File: src/rtl/fir_tap_serializer.sv
// Parallel-to-serial converter: captures one NB_TAPS-element vector and replays
// it element 0 first on a valid/ready serial stream, pulsing done_o after the last beat.
module fir_tap_serializer #(
  parameter int unsigned DATA_WIDTH = 32,
  parameter int unsigned NB_TAPS    = 2
) (
  input  logic                          clk_i,
  input  logic                          rst_ni,
  input  logic                          clear_i,
  input  logic [NB_TAPS*DATA_WIDTH-1:0] par_data_i,
  input  logic                          par_valid_i,
  output logic                          par_ready_o,
  output logic [DATA_WIDTH-1:0]         ser_data_o,
  output logic                          ser_valid_o,
  input  logic                          ser_ready_i,
  output logic                          ser_last_o,
  output logic                          done_o
);

  // One extra counter bit keeps the width non-zero when NB_TAPS is 1.
  localparam int unsigned CNT_W = $clog2(NB_TAPS) + 1;
  localparam logic [CNT_W-1:0] LAST_IDX = CNT_W'(NB_TAPS - 1);

  typedef enum logic {
    IDLE,
    SERIALIZE
  } state_e;

  state_e                state_q, state_d;
  logic [DATA_WIDTH-1:0] tap_buf_q [NB_TAPS];
  logic [DATA_WIDTH-1:0] tap_buf_d [NB_TAPS];
  logic [CNT_W-1:0]      cnt_q, cnt_d;
  logic                  done_q, done_d;
  logic                  is_last;

  assign par_ready_o = (state_q == IDLE);
  assign ser_valid_o = (state_q == SERIALIZE);
  assign is_last     = (cnt_q == LAST_IDX);
  assign ser_last_o  = ser_valid_o & is_last;
  assign done_o      = done_q;

  always_comb begin
    ser_data_o = '0;
    for (int unsigned k = 0; k < NB_TAPS; k++) begin
      if (cnt_q == CNT_W'(k)) begin
        ser_data_o = tap_buf_q[k];
      end
    end
  end

  always_comb begin
    state_d   = state_q;
    tap_buf_d = tap_buf_q;
    cnt_d     = cnt_q;
    done_d    = 1'b0;
    // Clear wins over any handshake in the same cycle and never raises done.
    if (clear_i) begin
      state_d = IDLE;
      cnt_d   = '0;
      for (int unsigned k = 0; k < NB_TAPS; k++) begin
        tap_buf_d[k] = '0;
      end
    end else begin
      case (state_q)
        IDLE: begin
          if (par_valid_i) begin
            for (int unsigned k = 0; k < NB_TAPS; k++) begin
              tap_buf_d[k] = par_data_i[k*DATA_WIDTH +: DATA_WIDTH];
            end
            cnt_d   = '0;
            state_d = SERIALIZE;
          end
        end
        SERIALIZE: begin
          if (ser_ready_i) begin
            if (is_last) begin
              cnt_d   = '0;
              state_d = IDLE;
              done_d  = 1'b1;
            end else begin
              cnt_d = cnt_q + 1'b1;
            end
          end
        end
        default: state_d = IDLE;
      endcase
    end
  end

  always_ff @(posedge clk_i or negedge rst_ni) begin
    if (!rst_ni) begin
      state_q <= IDLE;
      cnt_q   <= '0;
      done_q  <= 1'b0;
      for (int unsigned k = 0; k < NB_TAPS; k++) begin
        tap_buf_q[k] <= '0;
      end
    end else begin
      state_q   <= state_d;
      tap_buf_q <= tap_buf_d;
      cnt_q     <= cnt_d;
      done_q    <= done_d;
    end
  end

endmodule

File: config.mk
export PLATFORM = sky130hd
export DESIGN_NAME = fir_tap_serializer
export DESIGN_NICKNAME = d
export VERILOG_FILES = /design/src/rtl/fir_tap_serializer.sv
export SDC_FILE = /design/constraint.sdc
export NUM_CORES = 1
export LEC_CHECK = 0
export BUFFER_PORTS_ARGS = -buffer_cell sky130_fd_sc_hd__buf_2
export CELL_PAD_IN_SITES_DETAIL_PLACEMENT = 0
export CELL_PAD_IN_SITES_GLOBAL_PLACEMENT = 1
export CORE_UTILIZATION = 37
export DETAILED_ROUTE_END_ITERATION = 8
export PLACE_DENSITY = 0.79
export SLEW_MARGIN = 0
export SYNTH_ARGS = -nofsm -noshare
export SYNTH_HDL_FRONTEND = slang
export SYNTH_SLANG_ARGS = --single-unit
File: constraint.sdc
create_clock -name clk_i -period 1.78 [get_ports clk_i]
set_clock_uncertainty 0.2 [all_clocks]
set_input_delay 0.356 -clock clk_i [delete_from_list [all_inputs] [get_ports clk_i]]
set_output_delay 0.356 -clock clk_i [all_outputs]
set_load 0.01 [all_outputs]
# After elaboration in Yosys (flattened, before gate mapping)
# Index checks and enable logic that the tools add are counted.
dict set report word_totals {
  latch_bits 0
  mem_bits_ro 0
  word_cells 35
  ram_bits 0
  reg_bits 68
  memories 0
  out_inout_bits 36
}
dict set report classes {
  n_eq_ne 4
  mux 19
  add_sub_neg 1
  n_mul 0
  shifts 0
  n_reduce_logical 4
  order_cmp 0
  div_mod_pow 0
  n_bitwise 2
}
# op count
set op_table {}
lappend op_table {{$mux W64} 3}
lappend op_table {{$mux W32} 2}
lappend op_table {{$mux W1} 8}
lappend op_table {{$mux W2} 4}
lappend op_table {{$ne A3 B3 Y1 const B} 2}
lappend op_table {{$pmux W2 S2} 1}
lappend op_table {{$reduce_and A2 Y1} 2}
lappend op_table {{$add A2 B1 Y2 const B} 1}
lappend op_table {{$eq A2 B1 Y1 const B} 1}
lappend op_table {{$logic_not A2 Y1} 1}
lappend op_table {{$ne A2 B2 Y1 const B} 1}
lappend op_table {{$pmux W1 S2} 1}
lappend op_table {{$reduce_bool A2 Y1} 1}
lappend op_table {{$and A1 B1 Y1} 1}
lappend op_table {{$not A1 Y1} 1}

# Depth between registers and ports, before layout
dict set report depth {
  ltp_word 5
  mapped_depth 5
  depth_no_buf 3
}

# Worst setup path before layout
# OpenSTA, ideal clock, no wires.
dict set report synth_path {
  path_type {reg2out}
  startpoint {register cnt_q[0]}
  endpoint {output port ser_data_o[10]}
  path_buffers 2
  path_stages_with_launch 5
  required_ns 1.224
  t_arrival_ns 1.035
  path_slack_ns 0.189
  path_cell_list {dfrtp_1 -> buf_2 -> buf_2 -> mux2i_1 -> nor2_1}
}
dict set report synth_between {
  elab_chain_len 3
  elab_cells_between_ends 4
  classes_between {eq/ne: 1; mux: 2; reduce/logical: 1}
}
# element line
set synth_lines {}
lappend synth_lines {{start: declaration} 32} ;# logic [CNT_W-1:0] cnt_q, cnt_d;
lappend synth_lines {{start signal: assignment} 101} ;# cnt_q <= cnt_d;
lappend synth_lines {{$logic_not A2 Y1} 45} ;# if (cnt_q == CNT_W'(k)) begin
lappend synth_lines {{$mux W32} 45}
lappend synth_lines {{$mux W32 (*)} 45}
lappend synth_lines {{end: declaration} 13} ;# output logic [DATA_WIDTH-1:0] ser_data_o,
# Every way passes the cells marked *; elsewhere a longest branch is shown, timed or not.

# Worst setup path in the final report
dict set report layout_path {
  startpoint {register cnt_q[0]}
  endpoint {output port ser_data_o[0]}
}
# The elaborated chain is that of the path after synthesis.

==> results.md <==
* DRT antenna net count at 0
* Worst slack at placement at about 0.21 ns
* Post-synth EDFFs at 0
* Placed Instances at 559
* Crit path DAT at between 1 and 1.5 ns
* Sink Count at 68
* Vias in the first global route at 2619
* Status: finished, violations left
* IO Count at roughly 110
* Mapped Avg Cell Area at 8.69 um2
* Drt total wl at between 7000 and 8000 um
* TritonCTS clock tree: yes
* WS Path Type: flop to primary output
* Pwr Density at a little over 800 nW/um2
* H-tree Lvls at 3
* Inserted Diodes at 0
* Fmax at ~0.52 GHz
* Rows at 33
* Post-synthesis cell area at around 3200 um2
* Unrepaired setup endpoints after global routing: true
* Remaining DRCs at 0
* Ranking of synthesized cells by area: dfrtp_1, nand2_1, a21oi_1
* # port buffers at roughly 100
* Synth unique cells at 15
* Synth top cells by count: nand2_1, dfrtp_1, a21oi_1, nor2_1, mux2i_1
* CP startpoint kind: flop
* Crit. End Element: primary output
* Ys async rst share at 100%
* Final hold vios at 0
* Post-synth top area cell: dfrtp_1
* Final core occ at between 40% and 50%
* Slew Limit Headroom at between 70% and 80%
* Vias/cell at 4.77
* Die ar. at ~9000 um2
* Root Buffer Master: clkbuf_8
* Most frequent cell after synthesis: nand2_1
* Layout Area Growth over Synthesis at 26.3%
* Min cycle time layout at a little under 2 ns
* Failing checks: negative setup slack
* Syn Inst Count at around 370
* Layout Nets at around 540
* Placer Congestion at 0.748
* Vias at approximately 2700
* Syn. warnings at 0
* Layout cell share with drive strength beyond 1 at between 20 and 30%
* Clock Tree Buf Depth at 2
* WHS at roughly 0.038 ns
* Total congestion overflow at 0
* Post-synth top flop: dfrtp_1
* Final setup viols at 33
* Pleak at 2.02 nW
* DR iter-0 viols at 122
* Initial Util at about two fifths
* Width of the die at around 95 um
* Routed WL per cell at approximately 13 um
* Fillers at just over 800
* Max IR drop VDD at 0.337 mV
* Largest net degree at the start of global routing at 69
* Layout Cells excl Fill at about 580
* PnR worst setup slack at -0.146 ns
* Hpwl dp at between 4000 and 5000 um
* Worst Path Required at approximately 1.2 ns
* Period Utilization, post-route at 108%
* Synth Register Bits at around 70
* Critical-path maximum fanout at 16
* Measured slew at the worst slew-check pin at approximately 0.36 ns
* MaxCap Viol Count at 0
* Die Y-Extent at between 90 and 100 um
* CORE AREA at 8300 um2
* Max-slew violation count at 0
* Clock-pin slew on the worst setup and hold paths at around 0.070 ns
* Synth top area share at a little over half
* DR pass1 iterations at 4
* Clock latency reported for the late side of the worst-skew pair at between 0.3 and 0.4 ns
* Post-Syn Nets at 437
* Worst hold path type: input pin to flop
* Cts bufs inserted at 9
* Tot GR Track Use at between 10% and 20%
* First-pass GRT wire length at between 10000 and 15000 um
* Initial antenna violation count at 0
* Post-synthesis sequential area ratio at a little over half
state kept, by name (all words and copies together), names as in the netlist:
name	cells
cnt_q	2
done_o	1
ser_valid_o	1
tap_buf_q	64
worst max-delay path, stage by stage (launching register included):
cell	delay [ns]
dfrtp_2	0.41
buf_12	0.18
mux2i_1	0.23
nor2_1	0.07
buf_2	0.14
report_power, final:
part	total [mW]	leakage (nW)	internal, mW	switching, mW
logic	0.525	1.01	0.228	0.296
clock network	1.11	0.0893	0.571	0.535
registers	1.67	0.914	1.63	0.0473
total	3.30	2.02	2.43	0.879
cell type report:
class	instances	area, um2	area share [%]
multi-input cells	268	1320	32.8
flip-flops and latches	68	1700	42.2
clock inverters	2	10.0	0.248
clock buffers	13	159	3.93
repair buffers	118	703	17.4
well taps	105	131	3.25
inverters	2	7.51	0.186
cell families (layout without fill, tap and decap cells):
logic type / after synthesis / in the layout / share of synthesized area [%]
simple gates: 167 / 167 / 20.0
buf+inv: 32 / 135 / 5.71
flops: 68 / 68 / 53.2
compound gates: 69 / 69 / 11.0
mux: 32 / 32 / 10.0
layer usage:
metal	up-vias	GRT usage (%)	part of all wire, %
met5	-	0	0
met4	0	6.57	1.2
met3	9	5.72	6.3
met2	73	27.7	46
met1	1283	23.4	46
li1	1383	-	-
final timing paths:
path | startpoint | endpoint | slack (ns) | cells after the start
worst max-delay path | cnt_q[0] | ser_data_o[0] | -0.15 | 4
worst min-delay path | par_data_i[62] | tap_buf_q[30] | 0.04 | 3
worst max register to register | ser_valid_o | tap_buf_q[40] | 0.23 | 4
worst min register to register | tap_buf_q[38] | tap_buf_q[38] | 0.32 | 2
max in group asynchronous | rst_ni | cnt_q[1] | 0.71 | 3
min in group asynchronous | rst_ni | tap_buf_q[57] | 0.37 | 3
repair_timing:
item / in CTS / in global routing
setup buffers: 1 / 0
hold buffers: 1 / 0
resized for setup: 1 / 1
endpoints found under the setup margin: 33 / 33
hold endpoints to repair: 68 / 0
placed cells by master, fill, tap and decap left out:
cell type | netlist | layout
buf_12 | 0 | 6
a21oi_1 | 66 | 66
a211oi_1 | 2 | 2
inv_1 | 2 | 2
nor2b_4 | 0 | 1
nor2_1 | 34 | 34
nand2_1 | 129 | 129
buf_4 | 0 | 7
clkbuf_8 | 0 | 11
buf_2 | 14 | 104
dfrtp_2 | 0 | 2
a31oi_1 | 1 | 1
mux2i_1 | 32 | 32
dfrtp_1 | 68 | 66
nand3b_1 | 1 | 1
and3b_2 | 0 | 1
clkinv_2 | 0 | 2
dlygate4sd3_1 | 0 | 1
clkbuf_1 | 10 | 2
nand2b_2 | 0 | 1
stage by stage:
| step | TNS, ns | area, um2 | power [mW] |
|---|---|---|---|
| after floorplan | 0 | 3200 | 2.00 |
| after global placement | 0 | 3850 | 2.22 |
| after detailed placement | 0 | 3850 | 2.23 |
| after CTS | -4.23 | 4040 | 3.36 |
| after global routing | -6.07 | 4040 | 3.49 |
| final | -3.48 | 4040 | 3.30 |
Note: power is estimated with default switching activity, not from simulation.
